--- config.mk ---
export PLATFORM = sky130hd
export DESIGN_NAME = fp32_div_iter_flat
export DESIGN_NICKNAME = d
export VERILOG_FILES = /design/src/rtl/fp32_pkg.sv /design/src/rtl/fp32_div_iter_if.sv /design/src/rtl/fp32_classify.sv /design/src/rtl/fp32_div_iter.sv /design/src/flat_wrapper.sv
export SDC_FILE = /design/constraint.sdc
export NUM_CORES = 1
export LEC_CHECK = 0
export CORE_MARGIN = 8
export CORE_UTILIZATION = 58
export DETAILED_ROUTE_END_ITERATION = 10
export DONT_BUFFER_PORTS = 1
export GPL_TIMING_DRIVEN = 0
export PLACE_DENSITY = 0.76
export SETUP_SLACK_MARGIN = 0.02
export SLEW_MARGIN = 10
export SYNTH_ARGS = -nofsm -noshare
export SYNTH_HDL_FRONTEND = slang
export SYNTH_SLANG_ARGS = --single-unit
--- constraint.sdc ---
create_clock -name clk -period 4.9 [get_ports clk]
set_input_delay 0.98 -clock clk [delete_from_list [all_inputs] [get_ports clk]]
set_output_delay 0.98 -clock clk [all_outputs]
set_load 0.05 [all_outputs]
--- src/rtl/fp32_pkg.sv ---
// Shared types and constants for the FP32 iterative divider.
package fp32_pkg;
    localparam int          FP_BIAS    = 127;
    localparam int          FP_EXP_MAX = 255;
    localparam logic [31:0] FP_INF     = 32'h7F800000;

    typedef enum logic [2:0] {
        ST_IDLE  = 3'd0,
        ST_PREP  = 3'd1,
        ST_ITER  = 3'd2,
        ST_ROUND = 3'd3,
        ST_DONE  = 3'd4
    } div_state_t;

    typedef enum logic [1:0] {
        CLS_ZERO   = 2'd0,
        CLS_NORMAL = 2'd1,
        CLS_INF    = 2'd2,
        CLS_NAN    = 2'd3
    } fp_class_t;

    typedef struct packed {
        logic invalid;
        logic div_by_zero;
        logic overflow;
        logic underflow;
    } fp_flags_t;
endpackage

--- src/rtl/fp32_div_iter_if.sv ---
// Request/response handshake bundle for the FP32 divider.
interface fp32_div_iter_if;
    import fp32_pkg::*;

    logic        in_valid;
    logic        in_ready;
    logic [31:0] a;
    logic [31:0] b;
    logic        out_valid;
    logic        out_ready;
    logic [31:0] result;
    fp_flags_t   flags;

    modport master (output in_valid, a, b, out_ready,
                    input  in_ready, out_valid, result, flags);
    modport slave  (input  in_valid, a, b, out_ready,
                    output in_ready, out_valid, result, flags);
endinterface

--- src/rtl/fp32_classify.sv ---
// Splits an FP32 word into fields and classifies it; denormals read as zero.
module fp32_classify
    import fp32_pkg::*;
(
    input  logic [31:0] x,
    output logic        sign,
    output logic [7:0]  exp,
    output logic [23:0] mant,
    output fp_class_t   cls
);
    // Field extraction with DAZ: a zero exponent drops the fraction entirely.
    always_comb begin
        sign = x[31];
        exp  = x[30:23];
        mant = {1'b1, x[22:0]};
        cls  = CLS_NORMAL;
        if (x[30:23] == 8'd0) begin
            cls  = CLS_ZERO;
            mant = 24'd0;
        end else if (x[30:23] == 8'hFF) begin
            cls = (x[22:0] == 23'd0) ? CLS_INF : CLS_NAN;
        end
    end
endmodule

--- src/rtl/fp32_div_iter.sv ---
// Iterative FP32 divider: restoring radix-2, one quotient bit per cycle, RNE, DAZ/FTZ.
module fp32_div_iter
    import fp32_pkg::*;
#(
    parameter logic [31:0] QNAN          = 32'h7FC00000,
    parameter bit          EARLY_SPECIAL = 1'b1
) (
    input  logic           clk,
    input  logic           rst,
    fp32_div_iter_if.slave io
);
    div_state_t        state_q, state_d;
    logic [31:0]       a_q, a_d, b_q, b_d;
    logic              sign_q, sign_d;
    logic signed [9:0] exp_q, exp_d;
    logic [24:0]       rem_q, rem_d;
    logic [23:0]       div_q, div_d;
    logic [26:0]       q_q, q_d;
    logic [4:0]        cnt_q, cnt_d;
    logic              spec_q, spec_d;
    logic [31:0]       spec_res_q, spec_res_d;
    fp_flags_t         spec_flags_q, spec_flags_d;
    logic [31:0]       result_q, result_d;
    fp_flags_t         flags_q, flags_d;

    logic              sa, sb;
    logic [7:0]        ea, eb;
    logic [23:0]       ma, mb;
    fp_class_t         ca, cb;

    fp32_classify u_cls_a (.x(a_q), .sign(sa), .exp(ea), .mant(ma), .cls(ca));
    fp32_classify u_cls_b (.x(b_q), .sign(sb), .exp(eb), .mant(mb), .cls(cb));

    assign io.in_ready  = (state_q == ST_IDLE);
    assign io.out_valid = (state_q == ST_DONE);
    assign io.result    = result_q;
    assign io.flags     = flags_q;

    logic [25:0]       qn;
    logic signed [9:0] e_r;
    logic              guard, sticky;
    logic [23:0]       frac_inc;
    logic [22:0]       frac;
    logic [31:0]       rnd_res;
    fp_flags_t         rnd_flags;

    // Normalise the raw quotient, round to nearest-even, then range-check.
    // qn holds only the bits below the leading one, which is always set here.
    always_comb begin
        qn  = q_q[25:0];
        e_r = exp_q;
        if (!q_q[26]) begin
            qn  = {q_q[24:0], 1'b0};
            e_r = exp_q - 10'sd1;
        end
        guard    = qn[2];
        sticky   = (|qn[1:0]) | (|rem_q);
        frac_inc = {1'b0, qn[25:3]} + {23'd0, guard & (sticky | qn[3])};
        frac     = frac_inc[22:0];
        if (frac_inc[23]) begin
            frac = 23'd0;
            e_r  = e_r + 10'sd1;
        end
        rnd_flags = '0;
        if (e_r >= 10'(FP_EXP_MAX)) begin
            rnd_res            = {sign_q, FP_INF[30:0]};
            rnd_flags.overflow = 1'b1;
        end else if (e_r <= 10'sd0) begin
            rnd_res             = {sign_q, 31'd0};
            rnd_flags.underflow = 1'b1;
        end else begin
            rnd_res = {sign_q, e_r[7:0], frac};
        end
    end

    // Next-state and datapath for the IDLE/PREP/ITER/ROUND/DONE sequence.
    // Specials skip straight to ROUND when early, else they ride the
    // iteration count so the latency matches a normal divide.
    always_comb begin
        state_d      = state_q;
        a_d          = a_q;
        b_d          = b_q;
        sign_d       = sign_q;
        exp_d        = exp_q;
        rem_d        = rem_q;
        div_d        = div_q;
        q_d          = q_q;
        cnt_d        = cnt_q;
        spec_d       = spec_q;
        spec_res_d   = spec_res_q;
        spec_flags_d = spec_flags_q;
        result_d     = result_q;
        flags_d      = flags_q;
        case (state_q)
            ST_IDLE: begin
                if (io.in_valid) begin
                    a_d     = io.a;
                    b_d     = io.b;
                    state_d = ST_PREP;
                end
            end
            ST_PREP: begin
                sign_d       = sa ^ sb;
                exp_d        = $signed({2'b00, ea}) - $signed({2'b00, eb}) + 10'(FP_BIAS);
                rem_d        = {1'b0, ma};
                div_d        = mb;
                q_d          = '0;
                cnt_d        = '0;
                spec_d       = 1'b1;
                spec_flags_d = '0;
                if (ca == CLS_NAN || cb == CLS_NAN) begin
                    spec_res_d           = QNAN;
                    spec_flags_d.invalid = 1'b1;
                end else if ((ca == CLS_ZERO && cb == CLS_ZERO) ||
                             (ca == CLS_INF && cb == CLS_INF)) begin
                    spec_res_d           = QNAN;
                    spec_flags_d.invalid = 1'b1;
                end else if (cb == CLS_ZERO) begin
                    spec_res_d               = {sa ^ sb, FP_INF[30:0]};
                    spec_flags_d.div_by_zero = 1'b1;
                end else if (ca == CLS_INF) begin
                    spec_res_d = {sa ^ sb, FP_INF[30:0]};
                end else if (cb == CLS_INF || ca == CLS_ZERO) begin
                    spec_res_d = {sa ^ sb, 31'd0};
                end else begin
                    spec_d     = 1'b0;
                    spec_res_d = '0;
                end
                state_d = (spec_d && EARLY_SPECIAL) ? ST_ROUND : ST_ITER;
            end
            ST_ITER: begin
                if (rem_q >= {1'b0, div_q}) begin
                    rem_d = (rem_q - {1'b0, div_q}) << 1;
                    q_d   = {q_q[25:0], 1'b1};
                end else begin
                    rem_d = rem_q << 1;
                    q_d   = {q_q[25:0], 1'b0};
                end
                cnt_d = cnt_q + 5'd1;
                if (cnt_q == 5'd26) state_d = ST_ROUND;
            end
            ST_ROUND: begin
                result_d = spec_q ? spec_res_q   : rnd_res;
                flags_d  = spec_q ? spec_flags_q : rnd_flags;
                state_d  = ST_DONE;
            end
            ST_DONE: begin
                if (io.out_ready) state_d = ST_IDLE;
            end
            default: state_d = ST_IDLE;
        endcase
    end

    // State register with synchronous reset; reset abandons any operation.
    always_ff @(posedge clk) begin
        if (rst) begin
            state_q      <= ST_IDLE;
            a_q          <= '0;
            b_q          <= '0;
            sign_q       <= 1'b0;
            exp_q        <= '0;
            rem_q        <= '0;
            div_q        <= '0;
            q_q          <= '0;
            cnt_q        <= '0;
            spec_q       <= 1'b0;
            spec_res_q   <= '0;
            spec_flags_q <= '0;
            result_q     <= '0;
            flags_q      <= '0;
        end else begin
            state_q      <= state_d;
            a_q          <= a_d;
            b_q          <= b_d;
            sign_q       <= sign_d;
            exp_q        <= exp_d;
            rem_q        <= rem_d;
            div_q        <= div_d;
            q_q          <= q_d;
            cnt_q        <= cnt_d;
            spec_q       <= spec_d;
            spec_res_q   <= spec_res_d;
            spec_flags_q <= spec_flags_d;
            result_q     <= result_d;
            flags_q      <= flags_d;
        end
    end
endmodule

--- src/flat_wrapper.sv ---
// flat-port wrapper written by rule: the top's interface ports become plain ports
module fp32_div_iter_flat import fp32_pkg::*;
#(
    parameter logic [31:0] QNAN          = 32'h7FC00000,
    parameter bit          EARLY_SPECIAL = 1'b1
)
  (clk, rst, io_in_valid, io_a, io_b, io_out_ready, io_in_ready, io_out_valid, io_result, io_flags);
  fp32_div_iter_if io_i ();
  input  logic clk;
  input  logic rst;
  input wire logic [$bits(io_i.in_valid)-1:0] io_in_valid;
  input wire logic [$bits(io_i.a)-1:0] io_a;
  input wire logic [$bits(io_i.b)-1:0] io_b;
  input wire logic [$bits(io_i.out_ready)-1:0] io_out_ready;
  output wire logic [$bits(io_i.in_ready)-1:0] io_in_ready;
  output wire logic [$bits(io_i.out_valid)-1:0] io_out_valid;
  output wire logic [$bits(io_i.result)-1:0] io_result;
  output wire logic [$bits(io_i.flags)-1:0] io_flags;
  assign io_i.in_valid = io_in_valid;
  assign io_i.a = io_a;
  assign io_i.b = io_b;
  assign io_i.out_ready = io_out_ready;
  assign io_in_ready = io_i.in_ready;
  assign io_out_valid = io_i.out_valid;
  assign io_result = io_i.result;
  assign io_flags = io_i.flags;
  fp32_div_iter #(.QNAN(QNAN), .EARLY_SPECIAL(EARLY_SPECIAL)) u_core (.clk(clk), .rst(rst), .io(io_i));
endmodule
---- After elaboration in Yosys (flattened, before gate mapping) ----
Index checks and enable logic that the tools add are counted.
W data, S select, Z words.
operators by class
  add/sub/neg operators ................... 7
  magnitude comparators ................... 3
  equal/unequal tests ..................... 14
  multiplexer cells ....................... 45
  bitwise logic cells ..................... 4
  reductions and logical operators ........ 17
operator list
  operator                 count
  $mux W32                 6
  $mux W31                 2
  $pmux W27 S2             1
  $pmux W25 S2             1
  $mux W24                 2
  $logic_not A23 Y1        2
  $mux W26                 1
  $ge A25 B24 Y1           1
  $mux W25                 1
  $reduce_or A25 Y1        1
  $add A23 B1 Y24          1
  $sub A24 B24 Y24         1
  $mux W23                 1
  $mux W10                 2
  $mux W1                  18
  $eq A8 B8 Y1 const B     2
  $logic_not A8 Y1         2
  $pmux W3 S5              1
  $add A10 B2 Y10 const B  1
  $add A10 B8 Y10 const B  1
  $ge A10 B9 Y1 const B    1
  $le A10 B1 Y1 const B    1
  $pmux W5 S2              1
  $sub A10 B2 Y10 const B  1
  other kinds (23)         38
storage, ports and cells
  register bits after elaboration ......... 230
  bits of input ports ..................... 68

---- Depth between registers and ports, before layout ----
Gate-level depths: netlist of run 1.
  depth in word-level cells ............... 14
  mapped depth ............................ 20
  mapped depth without buffers ............ 14

---- Hierarchy ----
From an unflattened synthesis of run 1, not the netlist that was laid out.
unflattened totals
  cell total of the unflattened synthesis .. 1480
  area, all modules ....................... 11503.5 sq um
by module, submodules not included
  module         instances  cells an instance  area an instance (sq um)  sequential area each (sq um)
  fp32_div_iter  1          1380               10872.9                   4003.8
  fp32_classify  2          50                 315.3                     0.0

---- Least setup slack after synthesis of run 1 ----
No wires, ideal clock.
  kind .................................... register to register
  from .................................... register u_core.q_q[26]
  to ...................................... register u_core.result_q[10] (netlist: u_core.io.result[10])
  arrival ................................. 4.843 ns
  data required time ...................... 4.840 ns
  path slack .............................. -0.003 ns
  stages on the path, launching flop included .. 21
  buffers on the path ..................... 7
  path through ............................ dfxtp_1 -> buf_6 -> clkbuf_1 -> clkbuf_1 -> buf_1 -> a211oi_1 -> nand4_1 -> o41a_1 -> ha_1 -> and3_1 -> nand4b_4 -> or4_1 -> buf_2 -> or4_4 -> nor4_1 -> xor2_1 -> nor2b_1 -> buf_2 -> nor4b_4 -> buf_6 -> a22o_1
between the ends
  cells in the longest elaborated chain, start to end .. 11
  elaborated cells between the ends (all ways) .. 15
  classes of those cells .................. add/sub: 2; order compare: 2; mux: 7; bitwise: 3; reduce/logical: 1
ends and longest elaborated chain
  element                 line                  text
  from (decl)             fp32_div_iter.sv:18   logic [26:0] q_q, q_d;
  from (signal assigned)  fp32_div_iter.sv:179  q_q <= q_d;
  $mux W26                fp32_div_iter.sv:52   if (!q_q[26]) begin
  $reduce_or A2 Y1        fp32_div_iter.sv:57   sticky = (|qn[1:0]) | (|rem_q);
  $or A1 B1 Y1            fp32_div_iter.sv:57
  $or A1 B1 Y1            fp32_div_iter.sv:58   frac_inc = {1'b0, qn[25:3]} + {23'd0, guard & (sticky | qn[3])};
  $and A1 B1 Y1           fp32_div_iter.sv:58
  $add A23 B1 Y24         fp32_div_iter.sv:58
  $mux W10                fp32_div_iter.sv:60   if (frac_inc[23]) begin
  $le A10 B1 Y1           fp32_div_iter.sv:68   end else if (e_r <= 10'sd0) begin
  $mux W31                fp32_div_iter.sv:68
  $mux W31 (*)            fp32_div_iter.sv:65   if (e_r >= 10'(FP_EXP_MAX)) begin
  $mux W32 (*)            fp32_div_iter.sv:143  result_d = spec_q ? spec_res_q : rnd_res;
  to (signal assigned)    fp32_div_iter.sv:184  result_q <= result_d;
  to (decl)               fp32_div_iter.sv:23   logic [31:0] result_q, result_d;
Every way passes the cells marked *; elsewhere a longest branch is shown, timed or not.
A chain may end at the register's enable or synchronous reset.

---- Worst setup path in the final report of run 1 ----
  from .................................... register u_core.q_q[26]
  to ...................................... register u_core.result_q[3] (netlist: u_core.io.result[3])
The elaborated chain is that of the path after synthesis.

==> impl_results.html, run 1 <==
<table>
<tr><th>Metric</th><th>Value</th></tr>
<tr><th colspan="2">Yosys</th></tr>
<tr><td>Top post-synthesis cells by area</td><td>sky130_fd_sc_hd__dfxtp_1, sky130_fd_sc_hd__nand2_1, sky130_fd_sc_hd__a21oi_1</td></tr>
<tr><td>Cell types with the highest counts after synthesis</td><td>sky130_fd_sc_hd__nand2_1, sky130_fd_sc_hd__dfxtp_1, sky130_fd_sc_hd__a21oi_1, sky130_fd_sc_hd__nor2_1, sky130_fd_sc_hd__clkbuf_1</td></tr>
<tr><td>Portion of the post-synthesis area used by sequential elements</td><td>36.9%</td></tr>
<tr><td>Distinct cell type count of the synthesized netlist</td><td>71</td></tr>
<tr><td>Summed instance area of the synthesized netlist</td><td>roughly 11,000 µm²</td></tr>
<tr><td>Number of warnings issued by yosys</td><td>0</td></tr>
<tr><td>Number of enable flip-flop cells after synthesis</td><td>0</td></tr>
<tr><td>Cells after Synth</td><td>1,367</td></tr>
<tr><td>Primary flip-flop cell chosen by synthesis mapping</td><td>sky130_fd_sc_hd__dfxtp_1</td></tr>
<tr><td>Largest area contributor in the netlist</td><td>sky130_fd_sc_hd__dfxtp_1</td></tr>
<tr><td>Synthesized net count</td><td>approximately 1,500</td></tr>
<tr><td>Fraction of synthesis flops using an asynchronous set or reset pin</td><td>0%</td></tr>
<tr><td>Fraction of post-synthesis cell area in the top cell type by area</td><td>a little under two fifths</td></tr>
<tr><td>Total of flip-flops plus latches after synthesis</td><td>200</td></tr>
<tr><td>Leading cell type by number of instances after synthesis</td><td>sky130_fd_sc_hd__nand2_1</td></tr>
<tr><td>Synthesized area divided by synthesized cell count</td><td>~8 µm²</td></tr>
<tr><th colspan="2">Placed design</th></tr>
<tr><td>Number of port buffers</td><td>0</td></tr>
<tr><td>Gp weighted congestion</td><td>0.953</td></tr>
<tr><td>Instance area at placement</td><td>11,200 µm²</td></tr>
<tr><td>HPWL after detailed placement</td><td>22.2 mm</td></tr>
<tr><th colspan="2">Pwr</th></tr>
<tr><td>Total leakage power</td><td>4.31 nW</td></tr>
<tr><td>Power Density</td><td>500 nW/µm²</td></tr>
<tr><td>IR drop worst, VDD</td><td>0.000572 V</td></tr>
<tr><th colspan="2">CTS</th></tr>
<tr><td>Clock buffer depth</td><td>2</td></tr>
<tr><td>Buffer cell driving the clock tree root</td><td>sky130_fd_sc_hd__clkbuf_16</td></tr>
<tr><td>H-tree levels</td><td>4</td></tr>
<tr><td>Later-pin clock latency in the skew report</td><td>440 ps</td></tr>
<tr><td>CTS tree</td><td>built</td></tr>
<tr><td>Clock-pin transition on the worst setup and hold timing paths</td><td>80 ps</td></tr>
<tr><td>Total clock sinks</td><td>200</td></tr>
<tr><td>Num CTS Buffers</td><td>17</td></tr>
<tr><th colspan="2">Cells and area</th></tr>
<tr><td>Fillcell total</td><td>around 1,600</td></tr>
<tr><td>Cell area after layout</td><td>11,900 µm²</td></tr>
<tr><td>Area growth syn-to-layout</td><td>9.27%</td></tr>
<tr><td>Inserted Diodes</td><td>0</td></tr>
<tr><td># nets final</td><td>1,500</td></tr>
<tr><td>Layout cells sized above 1</td><td>between 5 and 6%</td></tr>
<tr><th colspan="2">Setup path</th></tr>
<tr><td>Cell count of the worst reg-to-reg path</td><td>19</td></tr>
<tr><td>Startpoint of the worst-slack reg-to-reg timing path</td><td>u_core.q_q[26]</td></tr>
<tr><td>Req. time, crit path</td><td>5240 ps</td></tr>
<tr><td>Path type of the worst setup path</td><td>reg2reg</td></tr>
<tr><td>Data arrival time of the critical path</td><td>5020 ps</td></tr>
<tr><td>Critical Path Fanout Max</td><td>19</td></tr>
<tr><td>Critical Path Source Type</td><td>register</td></tr>
<tr><td>Endpoint of the worst-slack reg-to-reg timing path</td><td>u_core.io.result[3]</td></tr>
<tr><td>Worst R2R Setup Slack</td><td>210 ps</td></tr>
<tr><td>Endpoint type of the worst setup path</td><td>register</td></tr>
<tr><th colspan="2">Global route</th></tr>
<tr><td>Number of global-route vias before repair</td><td>9,607</td></tr>
<tr><td>Overall fraction of global-route tracks in use</td><td>25.2%</td></tr>
<tr><td>First-pass GRT wire length</td><td>48.4 mm</td></tr>
<tr><td>Sum of overflow across all layers after global routing</td><td>0</td></tr>
<tr><td>Antenna violations before repair</td><td>0</td></tr>
<tr><td>Pin count of the biggest net entering global routing</td><td>21</td></tr>
<tr><th colspan="2">Run</th></tr>
<tr><td>Max capacitance violation total</td><td>0</td></tr>
<tr><th colspan="2">Floorplanning</th></tr>
<tr><td>Std-Cell Rows</td><td>50</td></tr>
<tr><td>Die Width</td><td>153 µm</td></tr>
<tr><td>Floorplan die height</td><td>153 µm</td></tr>
<tr><td>Die Outline Area</td><td>23,300 µm²</td></tr>
<tr><td>Placeable core region</td><td>roughly 19,000 µm²</td></tr>
<tr><td>Number of ports placed on the die boundary</td><td>~110</td></tr>
<tr><td>Starting density of the core</td><td>58.6%</td></tr>
<tr><th colspan="2">Timing</th></tr>
<tr><td>Total count of hold-check failures in the final report</td><td>0</td></tr>
<tr><td>Highest Clock Rate</td><td>213 MHz</td></tr>
<tr><td>Setup clock skew after layout</td><td>between 10 and 15 ps</td></tr>
<tr><td>Slew of the pin with the lowest slew margin</td><td>1050 ps</td></tr>
<tr><td># setup viols final</td><td>0</td></tr>
<tr><td>Final worst-path cycle share</td><td>95.7%</td></tr>
<tr><td>Setup repair after global routing missed its margin</td><td>false</td></tr>
<tr><td>Max-slew violation total from the final report</td><td>0</td></tr>
<tr><td>Minimum period implied by the final worst setup slack</td><td>4690 ps</td></tr>
<tr><td>Remaining max-slew budget at the tightest pin</td><td>29.8%</td></tr>
<tr><td>Final setup TNS</td><td>0 ps</td></tr>
<tr><th colspan="2">Hold path</th></tr>
<tr><td>Hold Path Cell Cnt</td><td>2</td></tr>
<tr><td>Path type of the worst min-delay path</td><td>reg2reg</td></tr>
<tr><td>Capture endpoint of the worst hold path</td><td>u_core.div_q[17]</td></tr>
<tr><td>Hold path startpoint</td><td>u_core.div_q[17]</td></tr>
<tr><th colspan="2">Detailed routing</th></tr>
<tr><td>Average wire length per cell after detail routing</td><td>18.0 µm</td></tr>
<tr><td>Routed via count</td><td>9,999</td></tr>
<tr><td>Routed Wire Length</td><td>29.5 mm</td></tr>
<tr><td>Via density per instance</td><td>6.10</td></tr>
<tr><td>Drt first pass iters</td><td>5</td></tr>
<tr><td>Total DRC errors in the routed layout</td><td>0</td></tr>
<tr><td>Detailed Route Iter0 Violations</td><td>approximately 650</td></tr>
<tr><td>Remaining antenna violation count</td><td>0</td></tr>
<tr><th colspan="2">Status</th></tr>
<tr><td>Result of the run</td><td>finished clean</td></tr>
</table>
critical path: stages (launching register included):
cell and delay [ps]:
sky130_fd_sc_hd__dfxtp_2 380, sky130_fd_sc_hd__buf_12 170, sky130_fd_sc_hd__clkbuf_8 200, sky130_fd_sc_hd__clkbuf_4 250, sky130_fd_sc_hd__mux2_2 180, sky130_fd_sc_hd__o41a_1 140, sky130_fd_sc_hd__ha_2 200, sky130_fd_sc_hd__and3_4 200
sky130_fd_sc_hd__nand4b_4 150, sky130_fd_sc_hd__or4_1 520, sky130_fd_sc_hd__buf_2 200, sky130_fd_sc_hd__or4_4 550, sky130_fd_sc_hd__nor4_4 280, sky130_fd_sc_hd__xor2_1 250, sky130_fd_sc_hd__nor2b_1 70, sky130_fd_sc_hd__clkbuf_4 190
sky130_fd_sc_hd__nor4b_4 140, sky130_fd_sc_hd__buf_4 170, sky130_fd_sc_hd__buf_6 140, sky130_fd_sc_hd__a22o_1 190
layout by cell type, fill, tap and decap left out, types with 17 or more instances in the layout:
cell type,netlist,routed
sky130_fd_sc_hd__nand3_1,46,46
sky130_fd_sc_hd__dfxtp_1,200,199
sky130_fd_sc_hd__o21ai_0,29,29
sky130_fd_sc_hd__nor2_1,99,99
sky130_fd_sc_hd__xor2_1,26,26
sky130_fd_sc_hd__clkbuf_16,0,17
sky130_fd_sc_hd__mux2i_1,29,29
sky130_fd_sc_hd__a211oi_1,23,22
sky130_fd_sc_hd__a22o_1,23,23
sky130_fd_sc_hd__a21oi_1,155,155
sky130_fd_sc_hd__a22oi_1,35,35
sky130_fd_sc_hd__inv_1,52,52
sky130_fd_sc_hd__nand2_1,230,230
sky130_fd_sc_hd__clkbuf_1,72,70
sky130_fd_sc_hd__nor3_1,21,20
sky130_fd_sc_hd__xnor2_1,37,37
sky130_fd_sc_hd__nor4_1,27,26
sky130_fd_sc_hd__ha_1,39,38
kinds of logic after synthesis:
family	Yosys count	share of synthesized area (%)
XOR/XNOR	63	5.09
adder cells (fa/ha/maj)	41	4.87
AO/OA/AOI/OAI	367	21.9
buffers and inverters	138	5.02
AND/OR/NAND/NOR	517	22.3
flip-flops	200	36.9
multiplexers	41	3.92
worst max-delay path by stage:
stage,end,slack [ps],start,depth (start not counted)
2_1_floorplan,u_core.io.result[10],30,u_core.q_q[26],19
3_3_place_gp,u_core.io.result[5],-1120,u_core.q_q[26],19
3_5_place_dp,u_core.io.result[3],-1190,u_core.q_q[26],19
4_1_cts,u_core.io.result[3],30,u_core.q_q[26],20
5_1_grt,u_core.io.result[3],20,u_core.q_q[26],20
6_report,u_core.io.result[3],210,u_core.q_q[26],19
sequential cells by signal, summed over array words and instances, names as in the netlist:
name and count:
u_core.a_q 32, u_core.b_q 32, u_core.io.result 32, u_core.q_q 27, u_core.rem_q 25, u_core.div_q 24
u_core.exp_q 10, u_core.cnt_q 5, u_core.io.flags 4, u_core.spec_res_q 3, u_core.state_q 3, u_core.sign_q 1
u_core.spec_flags_q 1, u_core.spec_q 1
power breakdown:
group	switching [mW]	internal, mW
logic	1.58	1.01
clock network	0.715	0.714
registers	0.154	1.75
total	2.45	3.47
stage by stage:
step	instances	setup WS [ps]	utilization [%]	power (mW)	hold slack (ps)
2_1_floorplan	1367	32.4	-	3.89	432
6_report	1638	213	64.0	5.93	456
3_5_place_dp	1604	-1190	60.3	4.46	446
3_3_place_gp	1601	-1120	60.2	4.43	441
4_1_cts	1637	27.6	63.8	5.89	456
5_1_grt	1638	24.0	64.0	6.29	469
layer usage:
layer  routed length, µm  vias up  track usage [%]
li1                    -     4941                -
met1               12600     4706             29.9
met2               14100      294             42.8
met3                1970       58             6.21
met4                 850        0             10.0
met5                   0        -                0
final cells by class:
class                   count  area (µm²)  share of cell area, %
flip-flops and latches    200        4010                   33.8
well taps                 234         293                   2.47
repair buffers              6        41.3                  0.348
clock inverters            13         148                   1.25
multi-input cells        1029        6340                   53.5
inverters                  53         199                   1.68
clock buffers              19         453                   3.82
plain buffers              84         378                   3.19
what timing repair did:
| action | in CTS | in global routing |
|---|---|---|
| setup buffers | 2 | 1 |
| gates resized for setup | 7 | 10 |
| hold buffers | 0 | 0 |
| cloned | 0 | 0 |
| pin swaps | 1 | 0 |
| setup endpoints to repair | 33 | 31 |
(Power assumes the default switching activity.)
==> run 2, diff against run 1 <==
--- a/config.mk
+++ b/config.mk
@@ -5,12 +5,13 @@
 export SDC_FILE = /design/constraint.sdc
 export NUM_CORES = 1
 export LEC_CHECK = 0
-export CORE_MARGIN = 8
+export CORE_MARGIN = 4
 export CORE_UTILIZATION = 58
 export DETAILED_ROUTE_END_ITERATION = 10
 export DONT_BUFFER_PORTS = 1
 export GPL_TIMING_DRIVEN = 0
 export PLACE_DENSITY = 0.76
+export RECOVER_POWER = 25
 export SETUP_SLACK_MARGIN = 0.02
 export SLEW_MARGIN = 10
 export SYNTH_ARGS = -nofsm -noshare
==> run 2 against run 1 <==
Net effect:
- core utilization increased by 0.89 points
- combinational power about the same
- clock power about the same
- critical endpoint is now u_core.io.result[20]
==> impl_results.html, run 2 (synthesis results as in run 1) <==
<table>
<tr><th>Metric</th><th>Value</th></tr>
<tr><th colspan="2">CTS</th></tr>
<tr><td>H-tree levels</td><td>4 (unchanged)</td></tr>
<tr><td>CTS tree</td><td>built (unchanged)</td></tr>
<tr><td>Num CTS Buffers</td><td>17 (unchanged)</td></tr>
<tr><td>Clock-pin transition on the worst setup and hold timing paths</td><td>70 ps (was 80 ps)</td></tr>
<tr><td>Later-pin clock latency in the skew report</td><td>450 ps (was 440 ps)</td></tr>
<tr><td>Hold Buf Count CTS</td><td>0 (unchanged)</td></tr>
<tr><td>Total clock sinks</td><td>200 (unchanged)</td></tr>
<tr><td>Buffer cell driving the clock tree root</td><td>sky130_fd_sc_hd__clkbuf_16 (unchanged)</td></tr>
<tr><td>Clock buffer depth</td><td>2 (unchanged)</td></tr>
<tr><th colspan="2">Run</th></tr>
<tr><td>Max capacitance violation total</td><td>0 (unchanged)</td></tr>
<tr><th colspan="2">Pwr</th></tr>
<tr><td>Proportion of power drawn by flip-flops and latches</td><td>32.3% (was 32.2%)</td></tr>
<tr><td>Switching Share</td><td>40.7% (was 41.4%)</td></tr>
<tr><td>Net switching component of the power</td><td>2.41 mW (was 2.45 mW)</td></tr>
<tr><td>IR drop worst, VDD</td><td>0.000346 V (was 0.000572 V)</td></tr>
<tr><td>Combinational group share of total power</td><td>43.6% (was 43.7%)</td></tr>
<tr><td>P_int</td><td>3.50 mW (was 3.47 mW)</td></tr>
<tr><td>Total power of the final layout</td><td>5.91 mW (was 5.93 mW)</td></tr>
<tr><td>Clk pwr share</td><td>24.1% (about the same)</td></tr>
<tr><td>Power Density</td><td>500 nW/µm² (about the same)</td></tr>
<tr><td>Total leakage power</td><td>4.30 nW (was 4.31 nW)</td></tr>
<tr><th colspan="2">Setup path</th></tr>
<tr><td>Biggest cell delay along the critical path</td><td>540 ps (was 550 ps)</td></tr>
<tr><td>CP bufs+invs</td><td>6 (was 7)</td></tr>
<tr><td>CP cell instances</td><td>buf_12 &gt; buf_6 &gt; a211oi_1 &gt; nand4_1 &gt; o41a_1 &gt; ha_1 &gt; and3_1 &gt; nand4b_4 &gt; or4_1 &gt; buf_2 &gt; or4_4 &gt; nor4_2 &gt; xor2_1 &gt; nor2b_1 &gt; buf_2 &gt; nor4b_4 &gt; buf_4 &gt; buf_6 &gt; a22o_1 (was buf_12 &gt; clkbuf_8 &gt; clkbuf_4 &gt; mux2_2 &gt; o41a_1 &gt; ha_2 &gt; and3_4 &gt; nand4b_4 &gt; or4_1 &gt; buf_2 &gt; or4_4 &gt; nor4_4 &gt; xor2_1 &gt; nor2b_1 &gt; clkbuf_4 &gt; nor4b_4 &gt; buf_4 &gt; buf_6 &gt; a22o_1)</td></tr>
<tr><td>Cell count of the worst reg-to-reg path</td><td>19 (unchanged)</td></tr>
<tr><td>Path type of the worst setup path</td><td>reg2reg (unchanged)</td></tr>
<tr><td>Crit-path slowest cell</td><td>sky130_fd_sc_hd__or4_4 (unchanged)</td></tr>
<tr><td>Worst R2R Setup Slack</td><td>340 ps (was 210 ps)</td></tr>
<tr><td>Req. time, crit path</td><td>5230 ps (was 5240 ps)</td></tr>
<tr><td>Critical Path Fanout Max</td><td>14 (was 19)</td></tr>
<tr><td>Startpoint of the worst-slack reg-to-reg timing path</td><td>u_core.q_q[26] (unchanged)</td></tr>
<tr><td>Instance count on the critical path</td><td>19 (unchanged)</td></tr>
<tr><td>Critical Path Sink</td><td>u_core.io.result[20] (was u_core.io.result[3])</td></tr>
<tr><td>Critical Path Source Type</td><td>register (unchanged)</td></tr>
<tr><td>Data arrival time of the critical path</td><td>4880 ps (was 5020 ps)</td></tr>
<tr><td>Critical Path Start</td><td>u_core.q_q[26] (unchanged)</td></tr>
<tr><td>Endpoint type of the worst setup path</td><td>register (unchanged)</td></tr>
<tr><td>Category of cells accounting for the largest share of critical-path delay</td><td>simple AND/OR/NAND/NOR gates (unchanged)</td></tr>
<tr><td>Endpoint of the worst-slack reg-to-reg timing path</td><td>u_core.io.result[20] (was u_core.io.result[3])</td></tr>
<tr><th colspan="2">Cells and area</th></tr>
<tr><td>Most frequent cells in the layout</td><td>sky130_fd_sc_hd__nand2_1, sky130_fd_sc_hd__dfxtp_1, sky130_fd_sc_hd__a21oi_1 (unchanged)</td></tr>
<tr><td>Layout cells sized above 1</td><td>5.20% (was 5.56%)</td></tr>
<tr><td>Area growth syn-to-layout</td><td>8.94% (was 9.27%)</td></tr>
<tr><td># nets final</td><td>1,499 (was 1,500)</td></tr>
<tr><td>Cell area after layout</td><td>11,800 µm² (was 11,900 µm²)</td></tr>
<tr><td>Most frequent standard cell in the layout excluding fill and tap cells</td><td>sky130_fd_sc_hd__nand2_1 (unchanged)</td></tr>
<tr><td>End-of-flow core utilization</td><td>64.9% (was 64.0%)</td></tr>
<tr><td>Fillcell total</td><td>1,582 (was 1,600)</td></tr>
<tr><td>FF+latch area</td><td>4010 µm² (unchanged)</td></tr>
<tr><td>Inserted Diodes</td><td>0 (unchanged)</td></tr>
<tr><td>Final cell count without fillers</td><td>1,632 (was 1,638)</td></tr>
<tr><td>Area used by multi-input combinational logic</td><td>6320 µm² (was 6340 µm²)</td></tr>
<tr><th colspan="2">Detailed routing</th></tr>
<tr><td>Via density per instance</td><td>6.10 (about the same)</td></tr>
<tr><td>Routed via count</td><td>9,958 (was 9,999)</td></tr>
<tr><td>Average wire length per cell after detail routing</td><td>17.8 µm (was 18.0 µm)</td></tr>
<tr><td>Routed Wire Length</td><td>29.0 mm (was 29.5 mm)</td></tr>
<tr><td>Detailed Route Iter0 Violations</td><td>688 (was 646)</td></tr>
<tr><td>Total DRC errors in the routed layout</td><td>0 (unchanged)</td></tr>
<tr><td>Remaining antenna violation count</td><td>0 (unchanged)</td></tr>
<tr><td>Drt first pass iters</td><td>5 (unchanged)</td></tr>
<tr><th colspan="2">Timing</th></tr>
<tr><td>Minimum hold slack</td><td>453 ps (was 456 ps)</td></tr>
<tr><td>Remaining max-slew budget at the tightest pin</td><td>31.8% (was 29.8%)</td></tr>
<tr><td># setup viols final</td><td>0 (unchanged)</td></tr>
<tr><td>Minimum period implied by the final worst setup slack</td><td>4560 ps (was 4690 ps)</td></tr>
<tr><td>Slew of the pin with the lowest slew margin</td><td>1020 ps (was 1050 ps)</td></tr>
<tr><td>Final worst-path cycle share</td><td>93.0% (was 95.7%)</td></tr>
<tr><td>Max-slew violation total from the final report</td><td>0 (unchanged)</td></tr>
<tr><td>Setup clock skew after layout</td><td>23.2 ps (was 13.2 ps)</td></tr>
<tr><td>Highest Clock Rate</td><td>219 MHz (was 213 MHz)</td></tr>
<tr><td>Setup repair after global routing missed its margin</td><td>false (unchanged)</td></tr>
<tr><td>Total count of hold-check failures in the final report</td><td>0 (unchanged)</td></tr>
<tr><th colspan="2">Global route</th></tr>
<tr><td>Pin count of the biggest net entering global routing</td><td>20 (was 21)</td></tr>
<tr><td>Number of global-route vias before repair</td><td>9,593 (was 9,607)</td></tr>
<tr><td>Routing usage on met2</td><td>47.7% (was 42.8%)</td></tr>
<tr><td>Layer with the highest usage after global routing</td><td>met2 (unchanged)</td></tr>
<tr><td>Routing usage on met3</td><td>5.36% (was 6.21%)</td></tr>
<tr><td>First-pass GRT wire length</td><td>46.5 mm (was 48.4 mm)</td></tr>
<tr><td>Global routing usage on met1</td><td>33.8% (was 29.9%)</td></tr>
<tr><td>Overall fraction of global-route tracks in use</td><td>27.7% (was 25.2%)</td></tr>
<tr><td>Sum of overflow across all layers after global routing</td><td>0 (unchanged)</td></tr>
<tr><td>Antenna violations before repair</td><td>0 (unchanged)</td></tr>
<tr><th colspan="2">Placed design</th></tr>
<tr><td>Instance area at placement</td><td>11,200 µm² (about the same)</td></tr>
<tr><td>Instance count after placement with tap cells included</td><td>1,599 (was 1,604)</td></tr>
<tr><td>Gp weighted congestion</td><td>0.947 (was 0.953)</td></tr>
<tr><td>HPWL after detailed placement</td><td>21.9 mm (was 22.2 mm)</td></tr>
<tr><td>Number of port buffers</td><td>0 (unchanged)</td></tr>
<tr><th colspan="2">Floorplanning</th></tr>
<tr><td>Number of ports placed on the die boundary</td><td>106 (unchanged)</td></tr>
<tr><td>Die Outline Area</td><td>21,000 µm² (was 23,300 µm²)</td></tr>
<tr><td>Std-Cell Rows</td><td>49 (was 50)</td></tr>
<tr><td>Die Width</td><td>145 µm (was 153 µm)</td></tr>
<tr><td>Floorplan die height</td><td>145 µm (was 153 µm)</td></tr>
<tr><td>Placeable core region</td><td>18,200 µm² (was 18,500 µm²)</td></tr>
<tr><td>Starting density of the core</td><td>59.6% (was 58.6%)</td></tr>
<tr><th colspan="2">Status</th></tr>
<tr><td>Result of the run</td><td>finished clean (unchanged)</td></tr>
<tr><th colspan="2">Hold path</th></tr>
<tr><td>Path type of the worst min-delay path</td><td>reg2reg (unchanged)</td></tr>
</table>
-- run 2: final cells by class --
class / count / area share [%]
multi-input cells: 1029 / 53.5
flip-flops and latches: 200 / 33.9
clock buffers: 20 / 3.86
plain buffers: 83 / 3.03
well taps: 229 / 2.42
inverters: 53 / 1.68
clock inverters: 12 / 1.15
repair buffers: 6 / 0.466
-- run 2: power by group through the flow --
stage / logic [mW] / registers, mW / clock network (mW)
global placement: 2.48 / 1.94 / 0
global route: 2.85 / 1.92 / 1.51
detailed placement: 2.51 / 1.94 / 0
CTS: 2.53 / 1.90 / 1.43
finish: 2.58 / 1.91 / 1.42
floorplan: 2.00 / 1.89 / 0
-- run 2: worst min path at each step --
| stage | start | endpoint | slack (ps) | cells after the start |
|---|---|---|---|---|
| 2_1_floorplan | u_core.spec_res_q[31] | u_core.spec_res_q[31] | 430 | 2 |
| 3_3_place_gp | u_core.div_q[5] | u_core.div_q[5] | 440 | 2 |
| 3_5_place_dp | u_core.div_q[22] | u_core.div_q[22] | 450 | 2 |
| 4_1_cts | u_core.div_q[22] | u_core.div_q[22] | 450 | 2 |
| 5_1_grt | u_core.div_q[15] | u_core.div_q[15] | 480 | 2 |
| 6_report | u_core.div_q[15] | u_core.div_q[15] | 450 | 2 |
-- run 2: timing repair --
| item | 4_1_cts | 5_1_grt |
|---|---|---|
| pin swaps | 1 | 0 |
| resized for setup | 7 | 3 |
| endpoints found under the setup margin | 33 | 31 |
| gates cloned | 0 | 1 |
| setup buffers | 2 | 0 |
-- run 2: metrics by stage --
step / setup TNS, ps / setup slack (ps)
after floorplan: 0 / 32.4
after global placement: -32040 / -1120
after global routing: 0 / 80.0
final: 0 / 343
after detailed placement: -34200 / -1190
after CTS: 0 / 41.5
-- run 2: worst reg2reg max path, cell delays in order (launching register included) --
cell and delay, ps:
sky130_fd_sc_hd__dfxtp_2 420, sky130_fd_sc_hd__buf_12 180, sky130_fd_sc_hd__buf_6 190, sky130_fd_sc_hd__a211oi_1 90
sky130_fd_sc_hd__nand4_1 160, sky130_fd_sc_hd__o41a_1 160, sky130_fd_sc_hd__ha_1 210, sky130_fd_sc_hd__and3_1 220
sky130_fd_sc_hd__nand4b_4 150, sky130_fd_sc_hd__or4_1 530, sky130_fd_sc_hd__buf_2 200, sky130_fd_sc_hd__or4_4 540
sky130_fd_sc_hd__nor4_2 300, sky130_fd_sc_hd__xor2_1 230, sky130_fd_sc_hd__nor2b_1 70, sky130_fd_sc_hd__buf_2 180
sky130_fd_sc_hd__nor4b_4 140, sky130_fd_sc_hd__buf_4 180, sky130_fd_sc_hd__buf_6 130, sky130_fd_sc_hd__a22o_1 170
-- run 2: metal layers --
layer	vias up	share of wire, %
met3	68	6.0
met4	0	3.2
met2	336	48
met5	-	0
li1	4914	-
met1	4640	43
==> run 3, diff against run 2 <==
--- a/config.mk
+++ b/config.mk
@@ -16,4 +16,5 @@
 export SLEW_MARGIN = 10
 export SYNTH_ARGS = -nofsm -noshare
 export SYNTH_HDL_FRONTEND = slang
+export SYNTH_HIERARCHICAL = 1
 export SYNTH_SLANG_ARGS = --single-unit
==> run 3 against run 2 <==
Net effect:
- core utilization decreased by 1.0 points
- via count increased by 7.2%
- flip-flop and latch count stayed put
- critical path depth fell by 2
- critical path type unchanged
- largest cell class unchanged
==> impl_results.html, run 3 <==
<table>
<tr><th>Metric</th><th>Value</th></tr>
<tr><th colspan="2">Global route</th></tr>
<tr><td>Layer with the highest usage after global routing</td><td>met2 (unchanged)</td></tr>
<tr><td>Routing usage on met3</td><td>5.41% (was 5.36%)</td></tr>
<tr><td>Global routing usage on met1</td><td>37.4% (was 33.8%)</td></tr>
<tr><td>Routing usage on met2</td><td>46.5% (was 47.7%)</td></tr>
<tr><td>First-pass GRT wire length</td><td>51.3 mm (was 46.5 mm)</td></tr>
<tr><td>Antenna violations before repair</td><td>0 (unchanged)</td></tr>
<tr><td>Overall fraction of global-route tracks in use</td><td>28.6% (was 27.7%)</td></tr>
<tr><td>Number of global-route vias before repair</td><td>10,000 (was 9,593)</td></tr>
<tr><td>Pin count of the biggest net entering global routing</td><td>29 (was 20)</td></tr>
<tr><td>Sum of overflow across all layers after global routing</td><td>0 (unchanged)</td></tr>
<tr><th colspan="2">Floorplanning</th></tr>
<tr><td>Starting density of the core</td><td>59.1% (was 59.6%)</td></tr>
<tr><td>Std-Cell Rows</td><td>51 (was 49)</td></tr>
<tr><td>Placeable core region</td><td>19,500 µm² (was 18,200 µm²)</td></tr>
<tr><td>Die Width</td><td>149 µm (was 145 µm)</td></tr>
<tr><td>Number of ports placed on the die boundary</td><td>106 (unchanged)</td></tr>
<tr><td>Floorplan die height</td><td>149 µm (was 145 µm)</td></tr>
<tr><td>Die Outline Area</td><td>22,200 µm² (was 21,000 µm²)</td></tr>
<tr><th colspan="2">Status</th></tr>
<tr><td>Result of the run</td><td>finished clean (unchanged)</td></tr>
<tr><th colspan="2">Cells and area</th></tr>
<tr><td>Final cell count without fillers</td><td>1,775 (was 1,632)</td></tr>
<tr><td>Inserted Diodes</td><td>0 (unchanged)</td></tr>
<tr><td>FF+latch area</td><td>4000 µm² (was 4010 µm²)</td></tr>
<tr><td>Cell area after layout</td><td>12,400 µm² (was 11,800 µm²)</td></tr>
<tr><td>Layout cells sized above 1</td><td>6.09% (was 5.20%)</td></tr>
<tr><td>Fillcell total</td><td>1,743 (was 1,582)</td></tr>
<tr><td>Most frequent standard cell in the layout excluding fill and tap cells</td><td>sky130_fd_sc_hd__nand2_1 (unchanged)</td></tr>
<tr><td>Most frequent cells in the layout</td><td>sky130_fd_sc_hd__nand2_1, sky130_fd_sc_hd__dfxtp_1, sky130_fd_sc_hd__a21oi_1 (unchanged)</td></tr>
<tr><td># nets final</td><td>1,608 (was 1,499)</td></tr>
<tr><td>Area growth syn-to-layout</td><td>8.08% (was 8.94%)</td></tr>
<tr><td>Area used by multi-input combinational logic</td><td>6710 µm² (was 6320 µm²)</td></tr>
<tr><th colspan="2">CTS</th></tr>
<tr><td>Hold Buf Count CTS</td><td>0 (unchanged)</td></tr>
<tr><td>Cts repair resizes</td><td>1 (was 7)</td></tr>
<tr><td>Number of setup buffers added after CTS</td><td>0 (was 2)</td></tr>
<tr><td>H-tree levels</td><td>4 (unchanged)</td></tr>
<tr><td>CTS tree</td><td>built (unchanged)</td></tr>
<tr><td>Later-pin clock latency in the skew report</td><td>440 ps (was 450 ps)</td></tr>
<tr><td>Clock-pin transition on the worst setup and hold timing paths</td><td>70 ps (about the same)</td></tr>
<tr><td>Num CTS Buffers</td><td>17 (unchanged)</td></tr>
<tr><td>Buffer cell driving the clock tree root</td><td>sky130_fd_sc_hd__clkbuf_16 (unchanged)</td></tr>
<tr><td>Clock buffer depth</td><td>2 (unchanged)</td></tr>
<tr><td>Total clock sinks</td><td>200 (unchanged)</td></tr>
<tr><th colspan="2">Timing</th></tr>
<tr><td>Final setup TNS</td><td>0 ps (unchanged)</td></tr>
<tr><td>Minimum period implied by the final worst setup slack</td><td>4340 ps (was 4560 ps)</td></tr>
<tr><td>Setup clock skew after layout</td><td>8.07 ps (was 23.2 ps)</td></tr>
<tr><td>Total count of hold-check failures in the final report</td><td>0 (unchanged)</td></tr>
<tr><td>Remaining max-slew budget at the tightest pin</td><td>45.4% (was 31.8%)</td></tr>
<tr><td>Max-slew violation total from the final report</td><td>0 (unchanged)</td></tr>
<tr><td># setup viols final</td><td>0 (unchanged)</td></tr>
<tr><td>Slew of the pin with the lowest slew margin</td><td>819 ps (was 1020 ps)</td></tr>
<tr><td>Minimum hold slack</td><td>454 ps (was 453 ps)</td></tr>
<tr><td>Final worst-path cycle share</td><td>88.6% (was 93.0%)</td></tr>
<tr><td>Setup repair after global routing missed its margin</td><td>false (unchanged)</td></tr>
<tr><td>Highest Clock Rate</td><td>230 MHz (was 219 MHz)</td></tr>
<tr><th colspan="2">Yosys</th></tr>
<tr><td>Number of warnings issued by yosys</td><td>6 (was 0)</td></tr>
<tr><td>Total of flip-flops plus latches after synthesis</td><td>200 (unchanged)</td></tr>
<tr><td>Largest area contributor in the netlist</td><td>sky130_fd_sc_hd__dfxtp_1 (unchanged)</td></tr>
<tr><td>Portion of the post-synthesis area used by sequential elements</td><td>34.8% (was 36.9%)</td></tr>
<tr><td>Synthesized net count</td><td>1,589 (was 1,476)</td></tr>
<tr><td>Fraction of synthesis flops using an asynchronous set or reset pin</td><td>0% (unchanged)</td></tr>
<tr><td>Primary flip-flop cell chosen by synthesis mapping</td><td>sky130_fd_sc_hd__dfxtp_1 (unchanged)</td></tr>
<tr><td>Synthesized area divided by synthesized cell count</td><td>7.77 µm² (was 7.94 µm²)</td></tr>
<tr><td>Number of enable flip-flop cells after synthesis</td><td>0 (unchanged)</td></tr>
<tr><td>Fraction of post-synthesis cell area in the top cell type by area</td><td>34.8% (was 36.9%)</td></tr>
<tr><td>Cells after Synth</td><td>1,480 (was 1,367)</td></tr>
<tr><td>Top post-synthesis cells by area</td><td>sky130_fd_sc_hd__dfxtp_1, sky130_fd_sc_hd__nand2_1, sky130_fd_sc_hd__a21oi_1 (unchanged)</td></tr>
<tr><td>Leading cell type by number of instances after synthesis</td><td>sky130_fd_sc_hd__nand2_1 (unchanged)</td></tr>
<tr><td>Summed instance area of the synthesized netlist</td><td>11,500 µm² (was 10,800 µm²)</td></tr>
<tr><td>Cell types with the highest counts after synthesis</td><td>sky130_fd_sc_hd__nand2_1, sky130_fd_sc_hd__dfxtp_1, sky130_fd_sc_hd__a21oi_1, sky130_fd_sc_hd__nor2_1, sky130_fd_sc_hd__clkbuf_1 (unchanged)</td></tr>
<tr><td>Distinct cell type count of the synthesized netlist</td><td>76 (was 71)</td></tr>
<tr><th colspan="2">Detailed routing</th></tr>
<tr><td>Drt first pass iters</td><td>5 (unchanged)</td></tr>
<tr><td>Routed Wire Length</td><td>31.6 mm (was 29.0 mm)</td></tr>
<tr><td>Detailed Route Iter0 Violations</td><td>792 (was 688)</td></tr>
<tr><td>Remaining antenna violation count</td><td>0 (unchanged)</td></tr>
<tr><td>Total DRC errors in the routed layout</td><td>0 (unchanged)</td></tr>
<tr><td>Via density per instance</td><td>6.01 (was 6.10)</td></tr>
<tr><td>Routed via count</td><td>10,700 (was 9,958)</td></tr>
<tr><td>Average wire length per cell after detail routing</td><td>17.8 µm (about the same)</td></tr>
<tr><th colspan="2">Pwr</th></tr>
<tr><td>Power Density</td><td>564 nW/µm² (was 500 nW/µm²)</td></tr>
<tr><td>Switching Share</td><td>43.7% (was 40.7%)</td></tr>
<tr><td>Total power of the final layout</td><td>7.01 mW (was 5.91 mW)</td></tr>
<tr><td>Clk pwr share</td><td>19.9% (was 24.1%)</td></tr>
<tr><td>IR drop worst, VDD</td><td>0.000351 V (was 0.000346 V)</td></tr>
<tr><td>Proportion of power drawn by flip-flops and latches</td><td>29.3% (was 32.3%)</td></tr>
<tr><td>Combinational group share of total power</td><td>50.8% (was 43.6%)</td></tr>
<tr><td>P_int</td><td>3.94 mW (was 3.50 mW)</td></tr>
<tr><td>Net switching component of the power</td><td>3.06 mW (was 2.41 mW)</td></tr>
<tr><td>Total leakage power</td><td>4.51 nW (was 4.30 nW)</td></tr>
<tr><th colspan="2">Setup path</th></tr>
<tr><td>Req. time, crit path</td><td>5240 ps (was 5230 ps)</td></tr>
<tr><td>Critical Path Source Type</td><td>register (unchanged)</td></tr>
<tr><td>CP cell instances</td><td>buf_6 &gt; buf_6 &gt; a211oi_1 &gt; nand4_1 &gt; o41a_1 &gt; ha_1 &gt; nand2_1 &gt; a2111oi_4 &gt; nand4_4 &gt; or2_4 &gt; nor3_4 &gt; xnor2_1 &gt; nor4_2 &gt; and4b_1 &gt; buf_6 &gt; buf_6 &gt; a32o_1 (was buf_12 &gt; buf_6 &gt; a211oi_1 &gt; nand4_1 &gt; o41a_1 &gt; ha_1 &gt; and3_1 &gt; nand4b_4 &gt; or4_1 &gt; buf_2 &gt; or4_4 &gt; nor4_2 &gt; xor2_1 &gt; nor2b_1 &gt; buf_2 &gt; nor4b_4 &gt; buf_4 &gt; buf_6 &gt; a22o_1)</td></tr>
<tr><td>Data arrival time of the critical path</td><td>4680 ps (was 4880 ps)</td></tr>
<tr><td>Path type of the worst setup path</td><td>reg2reg (unchanged)</td></tr>
<tr><td>Crit-path slowest cell</td><td>sky130_fd_sc_hd__nor4_2 (was sky130_fd_sc_hd__or4_4)</td></tr>
<tr><td>Endpoint type of the worst setup path</td><td>register (unchanged)</td></tr>
<tr><td>Biggest cell delay along the critical path</td><td>510 ps (was 540 ps)</td></tr>
<tr><td>Crit path top cell by count</td><td>sky130_fd_sc_hd__buf_6</td></tr>
<tr><td>Category of cells accounting for the largest share of critical-path delay</td><td>simple AND/OR/NAND/NOR gates (unchanged)</td></tr>
<tr><td>CP bufs+invs</td><td>4 (was 6)</td></tr>
<tr><td>Critical Path Fanout Max</td><td>37 (was 14)</td></tr>
<tr><th colspan="2">Placed design</th></tr>
<tr><td>Instance count after placement with tap cells included</td><td>1,748 (was 1,599)</td></tr>
<tr><td>Instance area at placement</td><td>11,900 µm² (was 11,200 µm²)</td></tr>
<tr><td>HPWL after detailed placement</td><td>24.0 mm (was 21.9 mm)</td></tr>
<tr><td>Gp weighted congestion</td><td>0.934 (was 0.947)</td></tr>
<tr><td>Number of port buffers</td><td>0 (unchanged)</td></tr>
<tr><th colspan="2">Run</th></tr>
<tr><td>Max capacitance violation total</td><td>0 (unchanged)</td></tr>
<tr><th colspan="2">Hold path</th></tr>
<tr><td>Path type of the worst min-delay path</td><td>reg2reg (unchanged)</td></tr>
</table>
==> run 3: power groups by stage <==
stage	clock network, mW	registers [mW]	logic, mW
detailed placement	0	2.08	3.47
global placement	0	2.08	3.39
finish	1.40	2.05	3.56
CTS	1.41	2.04	3.49
global route	1.48	2.07	3.91
floorplan	0	2.01	2.72
==> run 3: worst reg2reg max path, delay by kind of cell (launching register included) <==
kind                     cells  cell delay (ps)
AND/OR/NAND/NOR              7             1870
XOR/XNOR                     1              130
adder cells (fa/ha/maj)      1              170
buffers and inverters        4              730
AO/OA/AOI/OAI                4             1010
flip-flops                   1              330
==> run 3: final timing paths <==
path / from / endpoint / slack [ps] / cells past startpoint
setup / recovery: u_core/q_q[26] / u_core/io.result[14] / 560 / 17
hold / removal: u_core/div_q[15] / u_core/div_q[15] / 450 / 2
setup reg to reg: u_core/q_q[26] / u_core/io.result[14] / 560 / 17
hold reg to reg: u_core/div_q[15] / u_core/div_q[15] / 450 / 2
==> run 3: cells by family (layout without fill, tap and decap cells) <==
kind of cell               Yosys count  after routing  share of synthesized area, %
DFF                                200            200                          34.8
AOI/OAI and AO/OA                  397            397                          22.7
buffers and inverters              183            213                          6.97
and+or+nand+nor                    571            571                          23.8
muxes                               34             34                          3.03
adders and majority gates           41             41                          4.59
xor gates and xnor gates            54             54                          4.11
==> run 3: layer usage <==
layer | vias up | wire, µm
met4 | 0 | 1200
li1 | 5266 | -
met3 | 75 | 2150
met1 | 4953 | 13700
met2 | 376 | 14600
met5 | - | 0
==> run 3: cell type report <==
cell class	instances	share of cell area (%)
buffer	118	4.48
clock buffer	19	3.56
clock inverter	11	0.996
inverter	62	1.87
multi-input combinational	1097	54.0
sequential	200	32.2
tap	265	2.67
timing repair buffer	3	0.242
==> run 3: stage by stage <==
step / worst slack [ps] / utilization [%]
after CTS: 183 / 63.9
after floorplan: 644 / -
final: 559 / 63.9
after global routing: 354 / 63.9
after detailed placement: -422 / 61.0
after global placement: -418 / 60.8
